--- config.mk ---
export PLATFORM = sky130hd
export DESIGN_NAME = alu_rs_flat
export DESIGN_NICKNAME = d
export VERILOG_FILES = /design/src/rtl/alu_rs_if.sv /design/src/rtl/alu_rs.sv /design/src/flat_wrapper.sv
export SDC_FILE = /design/constraint.sdc
export NUM_CORES = 2
export LEC_CHECK = 0
export CAP_MARGIN = 20
export CORE_AREA = 2 2 398 400
export CTS_BUF_LIST = sky130_fd_sc_hd__clkbuf_4
export DETAILED_ROUTE_END_ITERATION = 8
export DIE_AREA = 0 0 400 402
export PLACE_DENSITY_LB_ADDON = 0.3
export SLEW_MARGIN = 20
export SYNTH_ARGS = -nofsm -noshare
export SYNTH_HDL_FRONTEND = slang
export SYNTH_SLANG_ARGS = --single-unit
--- constraint.sdc ---
create_clock -name clk -period 3.7 [get_ports clk]
set_input_delay 0.925 -clock clk [delete_from_list [all_inputs] [get_ports clk]]
set_output_delay 0.925 -clock clk [all_outputs]
set_load 0.03 [all_outputs]
--- src/rtl/alu_rs_if.sv ---
// Renamed ALU micro-op and writeback packet types, plus the reservation station's
// dispatch / wakeup / issue port bundle.
package ooop_types;
    localparam int PREG_W = 6;

    typedef logic [PREG_W-1:0] preg_t;

    typedef struct packed {
        logic  valid;
        logic  rd_used;
        preg_t prd;
    } wb_pkt_t;

    typedef struct packed {
        logic [31:0] instr;
        logic [2:0]  funct3;
        logic [3:0]  alu_op;
        logic [31:0] imm;
        logic        imm_used;
        logic [5:0]  rob_tag;
        logic        rd_used;
        preg_t       prd;
        logic        rs1_used;
        preg_t       prs1;
        logic        rdy1;
        logic        rs2_used;
        preg_t       prs2;
        logic        rdy2;
    } rs_entry_t;
endpackage

interface alu_rs_if #(
    parameter int DEPTH = 8,
    parameter int N_WB  = 2
);
    import ooop_types::*;

    logic                   flush_i;
    logic                   disp_valid_i;
    rs_entry_t              disp_entry_i;
    logic                   disp_ready_o;
    wb_pkt_t                wb_i [N_WB];
    logic                   issue_valid_o;
    rs_entry_t              issue_entry_o;
    preg_t                  prs1_o;
    preg_t                  prs2_o;
    logic [$clog2(DEPTH):0] count_o;
    logic                   empty_o;
    logic                   full_o;

    modport master (
        output flush_i, disp_valid_i, disp_entry_i, wb_i,
        input  disp_ready_o, issue_valid_o, issue_entry_o, prs1_o, prs2_o,
               count_o, empty_o, full_o
    );

    modport slave (
        input  flush_i, disp_valid_i, disp_entry_i, wb_i,
        output disp_ready_o, issue_valid_o, issue_entry_o, prs1_o, prs2_o,
               count_o, empty_o, full_o
    );
endinterface

--- src/rtl/alu_rs.sv ---
// ALU reservation station: holds renamed micro-ops until both sources are ready,
// wakes them from the writeback broadcast and issues the oldest ready entry.
module alu_rs
    import ooop_types::*;
#(
    parameter int DEPTH = 8,
    parameter int N_WB  = 2
) (
    input  logic     clk,
    input  logic     rst,
    alu_rs_if.slave  rs_if
);
    localparam int IDX_W     = $clog2(DEPTH);
    localparam int CNT_W     = IDX_W + 1;
    localparam int NUM_PREGS = 1 << PREG_W;

    logic [DEPTH-1:0] valid_q, valid_d;
    rs_entry_t        entry_q [DEPTH];
    rs_entry_t        entry_d [DEPTH];
    logic [DEPTH-1:0] age_q   [DEPTH];
    logic [DEPTH-1:0] age_d   [DEPTH];
    logic [CNT_W-1:0] count_q, count_d;

    logic [DEPTH-1:0]     ready;
    logic [DEPTH-1:0]     grant;
    logic                 grant_any;
    logic [IDX_W-1:0]     grant_idx;
    logic [IDX_W-1:0]     free_idx;
    logic                 full;
    logic                 accept;
    logic [NUM_PREGS-1:0] wake_vec;

    assign full               = (count_q == CNT_W'(DEPTH));
    assign rs_if.full_o       = full;
    assign rs_if.empty_o      = (count_q == '0);
    assign rs_if.count_o      = count_q;
    assign rs_if.disp_ready_o = !full;
    assign accept             = rs_if.disp_valid_i && !full && !rs_if.flush_i;

    // One bit per physical register; p0 is hardwired and never wakes anyone.
    always_comb begin
        wake_vec = '0;
        for (int k = 0; k < N_WB; k++) begin
            if (rs_if.wb_i[k].valid && rs_if.wb_i[k].rd_used && rs_if.wb_i[k].prd != '0)
                wake_vec[rs_if.wb_i[k].prd] = 1'b1;
        end
    end

    always_comb begin
        ready = '0;
        for (int i = 0; i < DEPTH; i++)
            ready[i] = valid_q[i]
                     && (entry_q[i].rdy1 || !entry_q[i].rs1_used)
                     && (entry_q[i].rdy2 || !entry_q[i].rs2_used);
        grant = ready;
        for (int i = 0; i < DEPTH; i++)
            for (int j = 0; j < DEPTH; j++)
                if (ready[j] && age_q[j][i])
                    grant[i] = 1'b0;
        grant_any = |grant;
        grant_idx = '0;
        for (int i = 0; i < DEPTH; i++)
            if (grant[i])
                grant_idx = IDX_W'(i);
        free_idx = '0;
        for (int i = DEPTH - 1; i >= 0; i--)
            if (!valid_q[i])
                free_idx = IDX_W'(i);
    end

    always_comb begin
        rs_if.issue_valid_o = grant_any && !rs_if.flush_i;
        rs_if.issue_entry_o = '0;
        rs_if.prs1_o        = '0;
        rs_if.prs2_o        = '0;
        if (rs_if.issue_valid_o) begin
            rs_if.issue_entry_o = entry_q[grant_idx];
            rs_if.prs1_o = entry_q[grant_idx].rs1_used ? entry_q[grant_idx].prs1 : '0;
            rs_if.prs2_o = entry_q[grant_idx].rs2_used ? entry_q[grant_idx].prs2 : '0;
        end
    end

    always_comb begin
        valid_d = valid_q;
        entry_d = entry_q;
        age_d   = age_q;
        count_d = count_q + CNT_W'(accept) - CNT_W'(rs_if.issue_valid_o);
        for (int i = 0; i < DEPTH; i++) begin
            if (wake_vec[entry_q[i].prs1]) entry_d[i].rdy1 = 1'b1;
            if (wake_vec[entry_q[i].prs2]) entry_d[i].rdy2 = 1'b1;
        end
        if (rs_if.issue_valid_o)
            valid_d[grant_idx] = 1'b0;
        if (accept) begin
            entry_d[free_idx]      = rs_if.disp_entry_i;
            entry_d[free_idx].rdy1 = rs_if.disp_entry_i.rdy1 | wake_vec[rs_if.disp_entry_i.prs1];
            entry_d[free_idx].rdy2 = rs_if.disp_entry_i.rdy2 | wake_vec[rs_if.disp_entry_i.prs2];
            valid_d[free_idx]      = 1'b1;
            age_d[free_idx]        = '0;
            // Everyone currently resident is older than the newcomer.
            for (int j = 0; j < DEPTH; j++)
                if (IDX_W'(j) != free_idx)
                    age_d[j][free_idx] = valid_q[j];
        end
        if (rs_if.flush_i) begin
            valid_d = '0;
            count_d = '0;
            for (int i = 0; i < DEPTH; i++)
                age_d[i] = '0;
        end
    end

    always_ff @(posedge clk) begin
        if (rst) begin
            valid_q <= '0;
            count_q <= '0;
            for (int i = 0; i < DEPTH; i++) begin
                age_q[i]   <= '0;
                entry_q[i] <= '0;
            end
        end else begin
            valid_q <= valid_d;
            count_q <= count_d;
            for (int i = 0; i < DEPTH; i++) begin
                age_q[i]   <= age_d[i];
                entry_q[i] <= entry_d[i];
            end
        end
    end
endmodule

--- src/flat_wrapper.sv ---
// flat-port wrapper written by rule: the top's interface ports become plain ports
module alu_rs_flat import ooop_types::*;
#(
    parameter int DEPTH = 8,
    parameter int N_WB  = 2
)
  (clk, rst, rs_if_flush_i, rs_if_disp_valid_i, rs_if_disp_entry_i, rs_if_wb_i, rs_if_disp_ready_o, rs_if_issue_valid_o, rs_if_issue_entry_o, rs_if_prs1_o, rs_if_prs2_o, rs_if_count_o, rs_if_empty_o, rs_if_full_o);
  alu_rs_if #(.DEPTH(DEPTH), .N_WB(N_WB)) rs_if_i ();
  input  logic clk;
  input  logic rst;
  input wire logic [$bits(rs_if_i.flush_i)-1:0] rs_if_flush_i;
  input wire logic [$bits(rs_if_i.disp_valid_i)-1:0] rs_if_disp_valid_i;
  input wire logic [$bits(rs_if_i.disp_entry_i)-1:0] rs_if_disp_entry_i;
  input wire logic [$bits(rs_if_i.wb_i)-1:0] rs_if_wb_i;
  output wire logic [$bits(rs_if_i.disp_ready_o)-1:0] rs_if_disp_ready_o;
  output wire logic [$bits(rs_if_i.issue_valid_o)-1:0] rs_if_issue_valid_o;
  output wire logic [$bits(rs_if_i.issue_entry_o)-1:0] rs_if_issue_entry_o;
  output wire logic [$bits(rs_if_i.prs1_o)-1:0] rs_if_prs1_o;
  output wire logic [$bits(rs_if_i.prs2_o)-1:0] rs_if_prs2_o;
  output wire logic [$bits(rs_if_i.count_o)-1:0] rs_if_count_o;
  output wire logic [$bits(rs_if_i.empty_o)-1:0] rs_if_empty_o;
  output wire logic [$bits(rs_if_i.full_o)-1:0] rs_if_full_o;
  assign rs_if_i.flush_i = rs_if_flush_i;
  assign rs_if_i.disp_valid_i = rs_if_disp_valid_i;
  assign rs_if_i.disp_entry_i = rs_if_disp_entry_i;
  assign rs_if_i.wb_i = {>>{rs_if_wb_i}};
  assign rs_if_disp_ready_o = rs_if_i.disp_ready_o;
  assign rs_if_issue_valid_o = rs_if_i.issue_valid_o;
  assign rs_if_issue_entry_o = rs_if_i.issue_entry_o;
  assign rs_if_prs1_o = rs_if_i.prs1_o;
  assign rs_if_prs2_o = rs_if_i.prs2_o;
  assign rs_if_count_o = rs_if_i.count_o;
  assign rs_if_empty_o = rs_if_i.empty_o;
  assign rs_if_full_o = rs_if_i.full_o;
  alu_rs #(.DEPTH(DEPTH), .N_WB(N_WB)) u_core (.clk(clk), .rst(rst), .rs_if(rs_if_i));
endmodule
# Word level (Yosys, flattened, before mapping)
# Cells that the tools add are included.
dict set report classes {
  addsub 2
  multipliers 0
  div_mod_pow 0
  n_lt_le_gt_ge 29
  n_eq_ne 8
  n_shift 0
  n_mux 179
  n_bitwise 10
  n_reduce_logical 132
}
# cell n
set op_table {}
lappend op_table {{$bwmux W808} 3}
lappend op_table {{$demux W101 S3} 3}
lappend op_table {{$mux W716} 1}
lappend op_table {{$mux W101} 4}
lappend op_table {{$bmux W101 S3} 1}
lappend op_table {{$lt A6 B7 Y1 const B} 20}
lappend op_table {{$mux W64} 2}
lappend op_table {{$bmux W1 S6} 18}
lappend op_table {{$mux W1} 104}
lappend op_table {{$logic_and A1 B1 Y1} 92}
lappend op_table {{$mux W8} 11}
lappend op_table {{$and A64 B64 Y64} 1}
lappend op_table {{$bwmux W8} 8}
lappend op_table {{$not A64 Y64} 1}
lappend op_table {{$or A64 B64 Y64} 1}
lappend op_table {{$mux W3} 12}
lappend op_table {{$demux W8 S3} 1}
lappend op_table {{$mux W6} 4}
lappend op_table {{$logic_not A1 Y1} 18}
lappend op_table {{$logic_or A1 B1 Y1} 16}
lappend op_table {{$demux W1 S6} 2}
lappend op_table {{$ge A6 B1 Y1 const B} 2}
lappend op_table {{$ne A3 B3 Y1 const A} 4}
lappend op_table {{$reduce_bool A6 Y1} 2}
lappend op_table {{other kinds (21)} 29}
dict set report word_totals {
  reg_bits 884
  latchBits 0
  ramBits 0
  mem_bits_ro 0
  n_memories 0
}

# Logic depth before layout (Yosys ltp)
dict set report logic_depth {
  word_depth 29
  mapped_depth 18
  depth_no_buf 15
}

# Worst setup path before layout
# Ideal clock, no wire load.
dict set report synth_timing {
  path_type {register to output}
  start {reg u_core.entry_q[707] (netlist name)}
  end {out rs_if_prs2_o[5]}
  arrival_time_ns 3.599
  required_ns 2.775
  setup_slack_ns -0.824
  path_stages_with_launch 15
  path_buffers 3
  cell_sequence {dfxtp_1 -> nand2b_1 -> and3_1 -> buf_2 -> a22o_1 -> a2111o_1 -> and2_1 -> and3_1 -> clkbuf_1 -> a21o_1 -> buf_2 -> clkinv_2 -> o211ai_1 -> a221oi_2 -> nor2b_1}
}
dict set report synth_via {
  elab_cells_between_ends 89
}
# item line
set synth_rtl {}
lappend synth_rtl {{from (decl)} alu_rs.sv:18} ;# rs_entry_t entry_q [DEPTH];
lappend synth_rtl {{from (signal, indexed assignment)} alu_rs.sv:126} ;# entry_q[i] <= entry_d[i];
lappend synth_rtl {{$logic_or A1 B1 Y1 (*)} alu_rs.sv:54} ;# && (entry_q[i].rdy2 || !entry_q[i].rs2_used);
lappend synth_rtl {{$logic_and A1 B1 Y1 (*)} alu_rs.sv:54}
lappend synth_rtl {{$logic_and A1 B1 Y1} alu_rs.sv:58} ;# if (ready[j] && age_q[j][i])
lappend synth_rtl {{$mux W1 (8 in series)} alu_rs.sv:58}
lappend synth_rtl {{$reduce_or A8 Y1 (*)} alu_rs.sv:60} ;# grant_any = |grant;
lappend synth_rtl {{$logic_and A1 B1 Y1 (*)} alu_rs.sv:72} ;# rs_if.issue_valid_o = grant_any && !rs_if.flush_i;
lappend synth_rtl {{net rs_if_issue_valid_o} flat_wrapper.sv:16} ;# output wire logic [$bits(rs_if_i.issue_valid_o)-1:0] rs_if_issue_valid_o;
lappend synth_rtl {{$mux W6 (*)} alu_rs.sv:76} ;# if (rs_if.issue_valid_o) begin
lappend synth_rtl {{to (decl)} flat_wrapper.sv:19} ;# output wire logic [$bits(rs_if_i.prs2_o)-1:0] rs_if_prs2_o;
# Mark *: on every way through the listed nets, which the timed path passes. The rest lies on a longest branch. The select of a mux whose other input is x is not followed.

# Final worst setup path
dict set report layout_timing {
  start {reg u_core.entry_q[715] (netlist name)}
  end {out rs_if_prs1_o[0]}
}
dict set report layout_via {
  elab_chain_len 25
  elab_cells_between_ends 90
}
# item line
set layout_lines {}
lappend layout_lines {{$logic_or A1 B1 Y1 (*)} alu_rs.sv:53} ;# && (entry_q[i].rdy1 || !entry_q[i].rs1_used)
lappend layout_lines {{$logic_and A1 B1 Y1 (*)} alu_rs.sv:53}
lappend layout_lines {{$logic_and A1 B1 Y1 (*)} alu_rs.sv:54}
lappend layout_lines {{$logic_and A1 B1 Y1} alu_rs.sv:58}
lappend layout_lines {{$mux W1 (8 in series)} alu_rs.sv:58}
lappend layout_lines {{$mux W1} alu_rs.sv:63} ;# if (grant[i])
lappend layout_lines {{$mux W2 (2 in series)} alu_rs.sv:63}
lappend layout_lines {{$mux W3 (4 in series)} alu_rs.sv:63}
lappend layout_lines {{$not A3 Y4 (not written as such)} alu_rs.sv:78} ;# rs_if.prs1_o = entry_q[grant_idx].rs1_used ? entry_q[grant_idx].prs1 : '0;
lappend layout_lines {{$bmux W101 S3} alu_rs.sv:78}
lappend layout_lines {{$mux W101 (2 in series)} -}
lappend layout_lines {{$mux W6} alu_rs.sv:78}
lappend layout_lines {{$mux W6 (*)} alu_rs.sv:76}
lappend layout_lines {{to (decl)} flat_wrapper.sv:18} ;# output wire logic [$bits(rs_if_i.prs1_o)-1:0] rs_if_prs1_o;
# Mark *: on every way between the ends. The rest lies on a longest branch, timed or not. The select of a mux whose other input is x is not followed.

==> flow_summary_export.csv <==
group,metric,value,unit
sta,setup_slack,-1.84,ns
layout,final_cells,9363,
layout,layout.nets,7241,
run,maxCapViolations,0,
power,p_seq_share,48.1,%
worst_setup_path,cp.buffers_inverters,6,
worst_setup_path,path_cells,"nand2b_4 > and3_4 > a22o_1 > a2111o_1 > a211oi_2 > buf_4 > a21oi_4 > buf_12 > buf_6 > buf_6 > mux2i_4 > a221oi_4 > buf_12 > o311a_4 > buf_12",
routing,firstDrtPassIters,6,
worst_setup_path,crit_cells,15,
worst_setup_path,r2r.worst_path.cells,16,
layout,seqCellArea,17700,µm²
logic_synthesis,synth-compound-area-share,22.9,%
worst_setup_path,cp_data_required_time,2.77,ns
routing,ant_nets,0,
global_route,antenna_found_initial,11,
sta,fmax,180,MHz
routing,wl_per_cell,26.6,µm
layout,multi_input_comb_area,31000,µm²
clocking,htree_levels,4,
floorplanning,ios,242,
run_status,violations,"negative setup slack",
power,power.switching,0.00542,W
floorplanning,die_h,402,µm
worst_setup_path,critPathTopFamily,"compound AO/OA/AOI/OAI gates",
power,p_comb_share,7.8,%
floorplanning,rows,146,
floorplanning,dieArea,161000,µm²
clocking,cts_buffer_depth,3,
placement,gp_congestion,1.04,
routing,drtIter0Drc,6271,
worst_setup_path,crit_start,"u_core.entry_q[715]",
run_status,status,"finished, violations left",
sta,rsz0062_at_grt,"yes",
logic_synthesis,synth_top_family_by_area,"compound AO/OA/AOI/OAI gates",
worst_setup_path,max_stage_delay,0.49,ns
floorplanning,initial_core_util,31.7,%
floorplanning,core-area,157000,µm²
placement,hpwl,167000,µm
worst_setup_path,path_class,"flop to primary output",
hold_path,hold_class,"input pin to flop",
sta,worst_slew_pin_slew,1.09,ns
layout,num-fill-cells,15400,
placement,port_buffers,241,
worst_setup_path,cp_common_cell,"buf_12",
power,switching_share,27.1,%
hold_path,hold_start,"rs_if_disp_entry_i[10]",
clocking,clk_latency,1.27,ns
routing,routed_via_density,5.85,
routing,dr_wl_met3,23000,µm
clocking,cts_buffers,237,
worst_setup_path,cp_slowest_cell,"a2111o_1",
logic_synthesis,syn-mean-instance-area,7.66,µm²
sta,tns,-194.76,ns
logic_synthesis,yosys-mux-area-fraction,11.8,%
layout,drive_gt1_share,27.1,%
clocking,cts.sinks,884,
logic_synthesis,synth-simple-area-share,22.4,%
worst_setup_path,r2r-start,"u_core.entry_q[715]",
logic_synthesis,syn_inst,6502,
placement,dp.cells,8857,
clocking,cts-root-buf,"clkbuf_4",
logic_synthesis,synth-seq-cells,884,
sta,slew_headroom,27.0,%
power,internal-power,0.0146,W
worst_setup_path,critical_path_arrival,4.62,ns
sta,finalMaxSlewViolations,0,
power,p_leak,22.3,nW
sta,finalCriticalPeriod,5.54,ns
logic_synthesis,synthAdderAreaFrac,0.191,%
clocking,clk_pin_slew,0.07,ns
routing,dr_wl_met2,114000,µm
power,vdd_drop_max,285,µV
hold_path,holdPathStages,4,
clocking,tritoncts,"yes",
power,clkPwrFrac,44.0,%
logic_synthesis,yosysWarnings,0,
routing,finalWirelength,249000,µm
global_route,grt-ovfl-total,0,
logic_synthesis,synthFlopType,"dfxtp_1",
layout,area_growth,36.2,%
routing,met1_length,102000,µm
worst_setup_path,start_kind,"flop",
worst_setup_path,end_kind,"primary output",
sta,min_period_over_period,150,%
logic_synthesis,synth_nets,6630,
power,power_density,295,nW/µm²
logic_synthesis,yosysSeqAreaShare,35.5,%
global_route,track_usage,29.5,%
global_route,first_global_vias,51900,
global_route,grt_max_degree,212,
logic_synthesis,syn_area,49800,µm²
global_route,grt_pass1_wl,356000,µm
logic_synthesis,synth_xor_area_share,0.0352,%
routing,drcViolationCount,0,
routing,vias,54800,
worst_setup_path,crit_path_max_fanout,6,
sta,finalHoldViolations,0,
logic_synthesis,synth_cell_type_count,101,
logic_synthesis,synth-edff-count,0,
routing,topRoutingLayerUsed,"met5",
floorplanning,die_x,400,µm
sta,setup_viol,114,
sta,fin_skew,0.109,ns
logic_synthesis,async_flop_share,0,%
## path summary, 6_finish.rpt
path | end | slack (ns)
max reg2reg | u_core.rs_if.count_o[2] | 0.14
min reg2reg | flop | 0.45
max | rs_if_prs1_o[0] | -1.84
min | flop | 0.38
## cell type report
cell class                      instances  share of cell area [%]
Clock buffer                          344                    3.81
Timing Repair Buffer                 1160                    19.5
Multi-Input combinational cell       4778                    45.8
Antenna cell                           11                  0.0406
Tap cell                             2072                    3.82
Inverter                               52                   0.306
Sequential cell                       884                    26.1
Clock inverter                         62                   0.602
## logic make-up after synthesis
logic type,after synthesis
muxes,288
AOI/OAI and AO/OA,1802
xor gates and xnor gates,2
adders and majority gates,7
buffers and inverters,840
and+or+nand+nor,2679
DFF,884
## placed cells by master, fill, tap and decap left out, types with 124 or more instances in the layout
| cell | n |
|---|---|
| nand2_1 | 2085 |
| a21oi_1 | 940 |
| dfxtp_1 | 870 |
| buf_4 | 664 |
| clkbuf_4 | 344 |
| buf_12 | 245 |
| mux4_2 | 239 |
| nor2_1 | 178 |
| o22ai_1 | 140 |
| o211ai_1 | 129 |
| nand3_1 | 124 |
## stage by stage
| step | utilization, % | worst slack (ns) | hold slack (ns) | power (W) | instance area, µm² |
|---|---|---|---|---|---|
| finish | 43.2 | -1.84 | 0.377 | 0.0200 | 67800 |
| global route | 43.1 | -1.94 | 0.346 | 0.0208 | 67800 |
| CTS | 41.4 | -1.86 | 0.265 | 0.0201 | 65000 |
| detailed placement | 39.0 | -1.02 | 0.446 | 0.0113 | 61300 |
| global placement | 39.0 | -1.02 | 0.438 | 0.0113 | 61300 |
| floorplan | - | -0.439 | 0.430 | 0.0107 | 50500 |
## layer usage
| metal | GRT usage (%) | vias to the layer above |
|---|---|---|
| met2 | 46.7 | 2770 |
| met1 | 38.6 | 27000 |
| met3 | 7.08 | 572 |
| met4 | 11.6 | 10 |
| li1 | - | 24400 |
| met5 | 0 | - |
## worst register-to-register path, cell delays in order, from the launching register on
cell and delay, ns:
dfxtp_2 0.34, nand2b_4 0.16, and3_4 0.19, a22o_1 0.23, a2111o_1 0.49, and2_4 0.23
and3_4 0.18, a21o_4 0.26, clkinv_8 0.07, buf_12 0.13, ha_1 0.24, inv_1 0.06
ha_1 0.16, inv_1 0.06, fa_1 0.41, xor2_1 0.15, nor2_1 0.05
## Yosys cell counts, types with 24 or more instances
cell type / instances / area share, %
a21oi_1: 983 / 9.9
mux4_2: 239 / 11
and3_1: 29 / 0.36
a211oi_1: 40 / 0.60
nand4_1: 47 / 0.59
a221oi_1: 93 / 1.6
mux2i_1: 37 / 0.74
o221ai_1: 92 / 1.6
nand3_1: 130 / 1.3
inv_1: 48 / 0.36
o22a_1: 32 / 0.56
nor2_1: 183 / 1.4
nor3_1: 27 / 0.27
buf_2: 32 / 0.32
buf_1: 54 / 0.41
nand2_1: 2097 / 16
dfxtp_1: 884 / 36
o2111ai_1: 24 / 0.42
o22ai_1: 153 / 1.9
o211ai_1: 129 / 1.9
clkbuf_1: 611 / 4.6
o21ai_0: 47 / 0.47
buf_4: 88 / 1.3
## repair_timing
item / in CTS / in global routing
hold buffers: 1 / 0
pin swaps: 25 / 109
endpoints found under the hold margin: 25 / 0
resized for setup: 107 / 307
endpoints found under the setup margin: 119 / 114
buffers inserted: 20 / 42
cloned: 4 / 24
## power groups by stage
stage | Clock [W] | Combinational (W) | Sequential, W
4_1_cts | 0.00899 | 0.00149 | 0.00963
6_report | 0.00881 | 0.00157 | 0.00964
3_3_place_gp | 0 | 0.00147 | 0.00985
5_1_grt | 0.00951 | 0.00165 | 0.00963
2_1_floorplan | 0 | 0.000831 | 0.00983
3_5_place_dp | 0 | 0.00147 | 0.00985
No activity file was read; power rests on OpenSTA's default activity.
